==> config.mk <==
export PLATFORM = sky130hd
export DESIGN_NAME = gate_truth_table_driver
export DESIGN_NICKNAME = d
export VERILOG_FILES = /design/src/rtl/gate_seq_pkg.sv /design/src/rtl/input_sync_edge.sv /design/src/rtl/gate_truth_table_driver.sv
export SDC_FILE = /design/constraint.sdc
export NUM_CORES = 1
export LEC_CHECK = 0
export ABC_AREA = 1
export CORE_MARGIN = 2
export CORE_UTILIZATION = 59
export DETAILED_ROUTE_END_ITERATION = 7
export PLACE_DENSITY = 0.89
export SETUP_SLACK_MARGIN = 0.15
export SYNTH_ARGS = -nofsm -noshare
export SYNTH_HDL_FRONTEND = slang
export SYNTH_SLANG_ARGS = --single-unit
==> constraint.sdc <==
create_clock -name I_P_CLK -period 2.2 [get_ports I_P_CLK]
set_clock_uncertainty 0.05 [all_clocks]
set_input_delay 0.55 -clock I_P_CLK [delete_from_list [all_inputs] [get_ports I_P_CLK]]
set_output_delay 0.55 -clock I_P_CLK [all_outputs]
set_load 0.05 [all_outputs]
==> src/rtl/gate_seq_pkg.sv <==
// Shared state encoding, row count and sizing helpers for the gate truth-table driver.
package gate_seq_pkg;

  localparam int unsigned NUM_ROWS = 4;

  typedef enum logic [2:0] {
    StIdle   = 3'd0,
    StDrive  = 3'd1,
    StSample = 3'd2,
    StHold   = 3'd3,
    StDone   = 3'd4
  } gate_seq_state_e;

  function automatic int unsigned calc_step_cycles(input int unsigned clk_hz,
                                                   input int unsigned step_hz);
    return clk_hz / step_hz;
  endfunction

  function automatic int unsigned calc_cnt_width(input int unsigned n);
    return (n < 2) ? 1 : $clog2(n);
  endfunction

endpackage

==> src/rtl/input_sync_edge.sv <==
// Two-flop synchronizer; rising-edge pulse is derived from registered stages only.
module input_sync_edge (
  input  logic clk_i,
  input  logic rst_i,
  input  logic d_i,
  output logic level_o,
  output logic rise_o
);

  logic [2:0] sync_q;

  always_ff @(posedge clk_i or posedge rst_i) begin
    if (rst_i) begin
      sync_q <= '0;
    end else begin
      sync_q <= {sync_q[1:0], d_i};
    end
  end

  assign level_o = sync_q[1];
  assign rise_o  = sync_q[1] & ~sync_q[2];

endmodule

==> src/rtl/gate_truth_table_driver.sv <==
// Walks a two-input gate through rows 00..11 and checks its output against TRUTH_TABLE.
// Define GATE_SEQ_MANUAL_STEP_EN to advance rows with a debounced I_P_STEP button.
module gate_truth_table_driver
  import gate_seq_pkg::*;
#(
  parameter int unsigned          CLK_HZ          = 100_000_000,
  parameter int unsigned          STEP_HZ         = 1,
  parameter logic [NUM_ROWS-1:0]  TRUTH_TABLE     = 4'b1000,
  parameter int unsigned          SETTLE_CYCLES   = 4,
  parameter int unsigned          DEBOUNCE_CYCLES = 1_000_000
) (
  input  logic                I_P_CLK,
  input  logic                I_P_RST,
  input  logic                I_P_START,
  input  logic                I_P_GATE_Y,
`ifdef GATE_SEQ_MANUAL_STEP_EN
  input  logic                I_P_STEP,
`endif
  output logic                O_P_A,
  output logic                O_P_B,
  output logic                O_P_LED_A,
  output logic                O_P_LED_B,
  output logic                O_P_LED_BUSY,
  output logic                O_P_LED_PASS,
  output logic                O_P_LED_FAIL,
  output logic [NUM_ROWS-1:0] O_P_LED_ERR
);

  localparam int unsigned STEP_CYCLES = calc_step_cycles(CLK_HZ, STEP_HZ);
`ifdef GATE_SEQ_MANUAL_STEP_EN
  localparam int unsigned CntMax = SETTLE_CYCLES + 1;
`else
  localparam int unsigned CntMax = STEP_CYCLES - 1;
`endif
  localparam int unsigned CntW = calc_cnt_width(CntMax + 1);

  if (SETTLE_CYCLES < 3) begin : g_settle_chk
    $error("SETTLE_CYCLES must be at least 3");
  end
  if (STEP_HZ == 0 || DEBOUNCE_CYCLES == 0) begin : g_rate_chk
    $error("STEP_HZ and DEBOUNCE_CYCLES must be non-zero");
  end
`ifndef GATE_SEQ_MANUAL_STEP_EN
  if (STEP_CYCLES < SETTLE_CYCLES + 2) begin : g_step_chk
    $error("STEP_CYCLES must be at least SETTLE_CYCLES + 2");
  end
`endif

  gate_seq_state_e     state_q, state_d;
  logic [1:0]          row_q, row_d;
  logic [1:0]          ab_q, ab_d;
  logic [CntW-1:0]     cnt_q, cnt_d;
  logic [NUM_ROWS-1:0] err_q, err_d;
  logic                start_rise, sync_y, hold_exit;
  logic                unused_start_level, unused_y_rise;

  input_sync_edge u_sync_start (
    .clk_i  (I_P_CLK),
    .rst_i  (I_P_RST),
    .d_i    (I_P_START),
    .level_o(unused_start_level),
    .rise_o (start_rise)
  );

  input_sync_edge u_sync_y (
    .clk_i  (I_P_CLK),
    .rst_i  (I_P_RST),
    .d_i    (I_P_GATE_Y),
    .level_o(sync_y),
    .rise_o (unused_y_rise)
  );

`ifdef GATE_SEQ_MANUAL_STEP_EN
  localparam int unsigned DbW = calc_cnt_width(DEBOUNCE_CYCLES);

  logic           step_level, unused_step_rise, step_rise;
  logic [DbW-1:0] db_cnt_q, db_cnt_d;
  logic           db_stable_q, db_stable_d;
  logic           step_pending_q, step_pending_d;

  input_sync_edge u_sync_step (
    .clk_i  (I_P_CLK),
    .rst_i  (I_P_RST),
    .d_i    (I_P_STEP),
    .level_o(step_level),
    .rise_o (unused_step_rise)
  );

  // The stable level only follows the input after DEBOUNCE_CYCLES consecutive differing cycles.
  always_comb begin
    db_cnt_d    = db_cnt_q;
    db_stable_d = db_stable_q;
    if (step_level == db_stable_q) begin
      db_cnt_d = '0;
    end else if (db_cnt_q == DbW'(DEBOUNCE_CYCLES - 1)) begin
      db_stable_d = step_level;
      db_cnt_d    = '0;
    end else begin
      db_cnt_d = db_cnt_q + 1'b1;
    end
  end

  assign step_rise = db_stable_d & ~db_stable_q;
  assign hold_exit = step_pending_q | step_rise;

  always_comb begin
    step_pending_d = step_pending_q;
    if (state_q == StDrive || state_q == StSample) begin
      if (step_rise) step_pending_d = 1'b1;
    end else if (state_q == StHold) begin
      if (hold_exit) step_pending_d = 1'b0;
    end else begin
      step_pending_d = 1'b0;
    end
  end

  always_ff @(posedge I_P_CLK or posedge I_P_RST) begin
    if (I_P_RST) begin
      db_cnt_q       <= '0;
      db_stable_q    <= 1'b0;
      step_pending_q <= 1'b0;
    end else begin
      db_cnt_q       <= db_cnt_d;
      db_stable_q    <= db_stable_d;
      step_pending_q <= step_pending_d;
    end
  end
`else
  assign hold_exit = (cnt_q == CntW'(STEP_CYCLES - 1));
`endif

  // cnt_q restarts at every DRIVE entry so the row period is measured from A/B update.
  always_comb begin
    state_d = state_q;
    row_d   = row_q;
    ab_d    = ab_q;
    cnt_d   = cnt_q;
    err_d   = err_q;
    unique case (state_q)
      StIdle, StDone: begin
        if (start_rise) begin
          err_d   = '0;
          row_d   = '0;
          ab_d    = '0;
          cnt_d   = '0;
          state_d = StDrive;
        end
      end
      StDrive: begin
        cnt_d = cnt_q + 1'b1;
        if (cnt_q == CntW'(SETTLE_CYCLES - 1)) state_d = StSample;
      end
      StSample: begin
        cnt_d        = cnt_q + 1'b1;
        err_d[row_q] = sync_y ^ TRUTH_TABLE[row_q];
        state_d      = StHold;
      end
      StHold: begin
        if (hold_exit) begin
          cnt_d = '0;
          if (row_q == 2'(NUM_ROWS - 1)) begin
            state_d = StDone;
          end else begin
            row_d   = row_q + 2'd1;
            ab_d    = row_q + 2'd1;
            state_d = StDrive;
          end
        end
`ifndef GATE_SEQ_MANUAL_STEP_EN
        else begin
          cnt_d = cnt_q + 1'b1;
        end
`endif
      end
      default: state_d = StIdle;
    endcase
  end

  always_ff @(posedge I_P_CLK or posedge I_P_RST) begin
    if (I_P_RST) begin
      state_q <= StIdle;
      row_q   <= '0;
      ab_q    <= '0;
      cnt_q   <= '0;
      err_q   <= '0;
    end else begin
      state_q <= state_d;
      row_q   <= row_d;
      ab_q    <= ab_d;
      cnt_q   <= cnt_d;
      err_q   <= err_d;
    end
  end

  assign O_P_A        = ab_q[1];
  assign O_P_B        = ab_q[0];
  assign O_P_LED_A    = ab_q[1];
  assign O_P_LED_B    = ab_q[0];
  assign O_P_LED_BUSY = (state_q == StDrive) || (state_q == StSample) || (state_q == StHold);
  assign O_P_LED_PASS = (state_q == StDone) && (err_q == '0);
  assign O_P_LED_FAIL = (state_q == StDone) && (err_q != '0);
  assign O_P_LED_ERR  = err_q;

endmodule
==> implementation parameters <==
Parameter                              Value

Worst setup path
  Biggest fanout along the worst timing path ... 3
  Arrival time worst endpoint ... roughly 1.4 ns
  Critical Path, Cell by Cell ... nor4_4 > and3_4 > buf_12
  Worst path buffer plus inverter count ... 1
  Category of the most critical setup path ... flip-flop to output pin
  Required time worst endpoint ... 1.60 ns
  Worst-path cell with the longest stage delay ... sky130_fd_sc_hd__dfrtp_1
  Crit-path leading delay family ... simple AND/OR/NAND/NOR gates
  Endpoint class of the critical path ... output pin
  Largest stage delay, worst path ... ~0.42 ns
  Launching element type of the critical path ... flip-flop

Routing
  Final wirelength ... ~5500 µm
  Vias after detailed routing ... around 2.3k
  Wire length per cell after detailed routing ... about 13 µm
  Drt via density ... 5.40
  Residual DRC count ... 0
  First DRT Iteration DRCs ... 271
  Final ANT Viol Nets ... 0
  Detailed-router iteration count before antenna repair ... 5

GRT
  Pin count of the biggest net entering global routing ... 42
  Wire length of the first global-routing pass ... around 9500 µm
  Number of global-route vias before repair ... 2,137
  Total GRT Usage ... approximately 25%
  Met2 Track Usage GR ... 36.8%
  Remaining global-route overflow ... 0
  Met3 usage ... 4.07%
  Global-route met1 utilization ... a little over a third
  Initial antenna violation count ... 0
  Global-route layer with the greatest usage ... met2

Floorplan
  Floorplan die height ... a little under 70 µm
  Die width ... around 69 µm
  Die ar. ... between 4000 and 5000 µm²
  Initial Util ... 62.2%
  Total core area ... ~4000 µm²
  Top Ports ... 15
  Row count ... 23

STA
  Number of max-slew violations in the final report ... 0
  Actual slew at the worst max-slew pin ... approximately 0.5 ns
  RSZ-0062 raised after global routing ... yes
  Total setup violations reported at the end of the flow ... 0
  Final total negative setup slack ... 0 ns
  Minimum period implied by the final worst setup slack ... between 2 and 2.5 ns
  Worst max-slew margin expressed relative to the limit ... between 60% and 70%
  Hold Fails Final Rpt ... 0
  Tightest hold margin ... about 0.31 ns
  Highest achievable clock rate ... roughly 0.5 GHz
  Share of the cycle needed by the critical path after routing ... 91.9%

Finish
  Total area of multi-input combinational cells ... around 1300 µm²
  Most common cell after layout, fill and taps aside ... sky130_fd_sc_hd__nand2_1
  Nets ... approximately 390
  Sequential Area ... slightly above 1000 µm²
  # fillers ... ~320
  Area added between synthesis and finish ... 13.6%
  Commonest cells after routing, fill and taps aside ... 101 x sky130_fd_sc_hd__nand2_1, 73 x sky130_fd_sc_hd__nor2_1, 48 x sky130_fd_sc_hd__inv_1, 41 x sky130_fd_sc_hd__dfrtp_1, 22 x sky130_fd_sc_hd__nand3_1
  Layout cells sized above 1 ... just over 8%
  Diode count ... 0

Clock network
  Clock Pin Slew Worst Setup and Hold Paths ... ~0.080 ns
  CTS tree ... done
  Clock sink count ... 41
  Number of H-tree levels ... 2
  Quantity of hold-fixing buffers added after cts ... 0
  Clock latency at the later pin of the worst-skew pair ... 0.30 ns
  Buffer depth of the longest clock path ... 2
  Number of buffers inserted during clock tree synthesis ... 5
  Root Buffer ... sky130_fd_sc_hd__clkbuf_8

Synth
  Cell area after synthesis ... roughly 2500 µm²
  Post-Syn Instances ... roughly 360
  Mean Syn Cell Area ... 7.03 µm²
  Fraction of synthesis flops using an asynchronous set or reset pin ... 100%
  Synthesized net count ... between 300 and 400
  Warnings, synthesis ... 0
  Top flip-flop cell by instance count after synthesis ... sky130_fd_sc_hd__dfrtp_1
  Unique cell type count in the Yosys netlist ... 28
  Register bit count reported by yosys ... 41
  Sequential share of the synthesized area ... between 40% and 50%
  Number of flops mapped to enable cells by yosys ... 0

Job
  MaxCap Viol Count ... 0

Power
  Cell leakage power ... roughly 0.0014 µW
  Total power after layout ... around 2700 µW
  Cell Pwr Density ... ~940 nW/µm²
  Worst vdd ir ... 0.000752 V

Min path
  Worst hold-check path type ... flip-flop to flip-flop

Placed design
  Detailed placer's ending HPWL ... approximately 4100 µm
  Count of port buffers added during placement ... 14
  Placer Congestion ... roughly 0.94

Run status
  Status ... finished, final reports clean
[cell type report]
cell class	count	share of cell area (%)
multi-input combinational	263	45.1
sequential	41	35.8
inverter	51	6.72
timing repair buffer	16	6.02
clock buffer	6	2.88
tap	50	2.18
clock inverter	2	1.31
[layer usage]
metal  part of all wire (%)  routed length, µm
met1                     46               2560
met2                     46               2530
met3                    5.3                295
met4                    2.2                121
met5                      0                  0
[registers in the layout, summed over array words and instances (netlist names)]
signal,cells
u_sync_y.sync_q,2
ab_q,2
cnt_q,27
O_P_LED_ERR,4
u_sync_start.sync_q,3
state_q,3
[synthesized netlist by cell type, types with 2 or more instances]
library cell               count  area (µm²)
sky130_fd_sc_hd__o21ai_0      14        70.1
sky130_fd_sc_hd__inv_1        48         180
sky130_fd_sc_hd__nor2_2        2        12.5
sky130_fd_sc_hd__buf_6         2        22.5
sky130_fd_sc_hd__o21bai_1      2        15.0
sky130_fd_sc_hd__nand2_2       3        18.8
sky130_fd_sc_hd__nand4_1      12        75.1
sky130_fd_sc_hd__buf_4         2        15.0
sky130_fd_sc_hd__xor2_1       13         114
sky130_fd_sc_hd__nor2_1       73         274
sky130_fd_sc_hd__dfrtp_1      41        1030
sky130_fd_sc_hd__nand2_4       2        22.5
sky130_fd_sc_hd__ha_1          6        75.1
sky130_fd_sc_hd__and2_1        2        12.5
sky130_fd_sc_hd__nand3_1      22         110
sky130_fd_sc_hd__nand2_1     101         379
sky130_fd_sc_hd__o211ai_1      2        15.0
sky130_fd_sc_hd__inv_2         2        7.51
[logic make-up after synthesis]
logic type	synth area share, %
AOI/OAI and AO/OA	4.51
xor gates and xnor gates	4.51
adders and majority gates	2.97
buffers and inverters	9.12
DFF	40.7
and+or+nand+nor	38.2
[path summary, 6_finish.rpt]
check	from	endpoint	slack, ns	depth (start not counted)
max	O_P_LED_ERR[3]	O_P_LED_PASS	0.18	3
min	u_sync_start.sync_q[0]	u_sync_start.sync_q[1]	0.31	0
max reg2reg	cnt_q[0]	cnt_q[14]	0.32	9
min reg2reg	u_sync_start.sync_q[0]	u_sync_start.sync_q[1]	0.31	0
max in group asynchronous	I_P_RST	u_sync_y.sync_q[1]	1.13	3
min in group asynchronous	I_P_RST	cnt_q[20]	0.63	3
[stage by stage]
stage          instance area [µm²]  setup slack, ns  std cells  util (%)
5_1_grt                       2870            0.114        429      70.6
2_1_floorplan                 2530            0.102        359         -
3_5_place_dp                  2730            0.349        420      67.2
3_3_place_gp                  2730            0.376        420      67.2
6_report                      2870            0.178        429      70.6
4_1_cts                       2850            0.144        428      70.1
[power by group]
part	internal, µW	leakage, µW	total [µW]	switching [µW]
registers	844	0.000548	946	102
clock network	369	0.0000574	635	267
logic	316	0.000786	1100	787
total	1530	0.00139	2680	1150
[what timing repair did]
item,in CTS,in global routing
resized for setup,7,2
endpoints found under the setup margin,7,1
cloned,0,0
setup buffers,0,1
pin swaps,0,2
(Power assumes the default switching activity.)
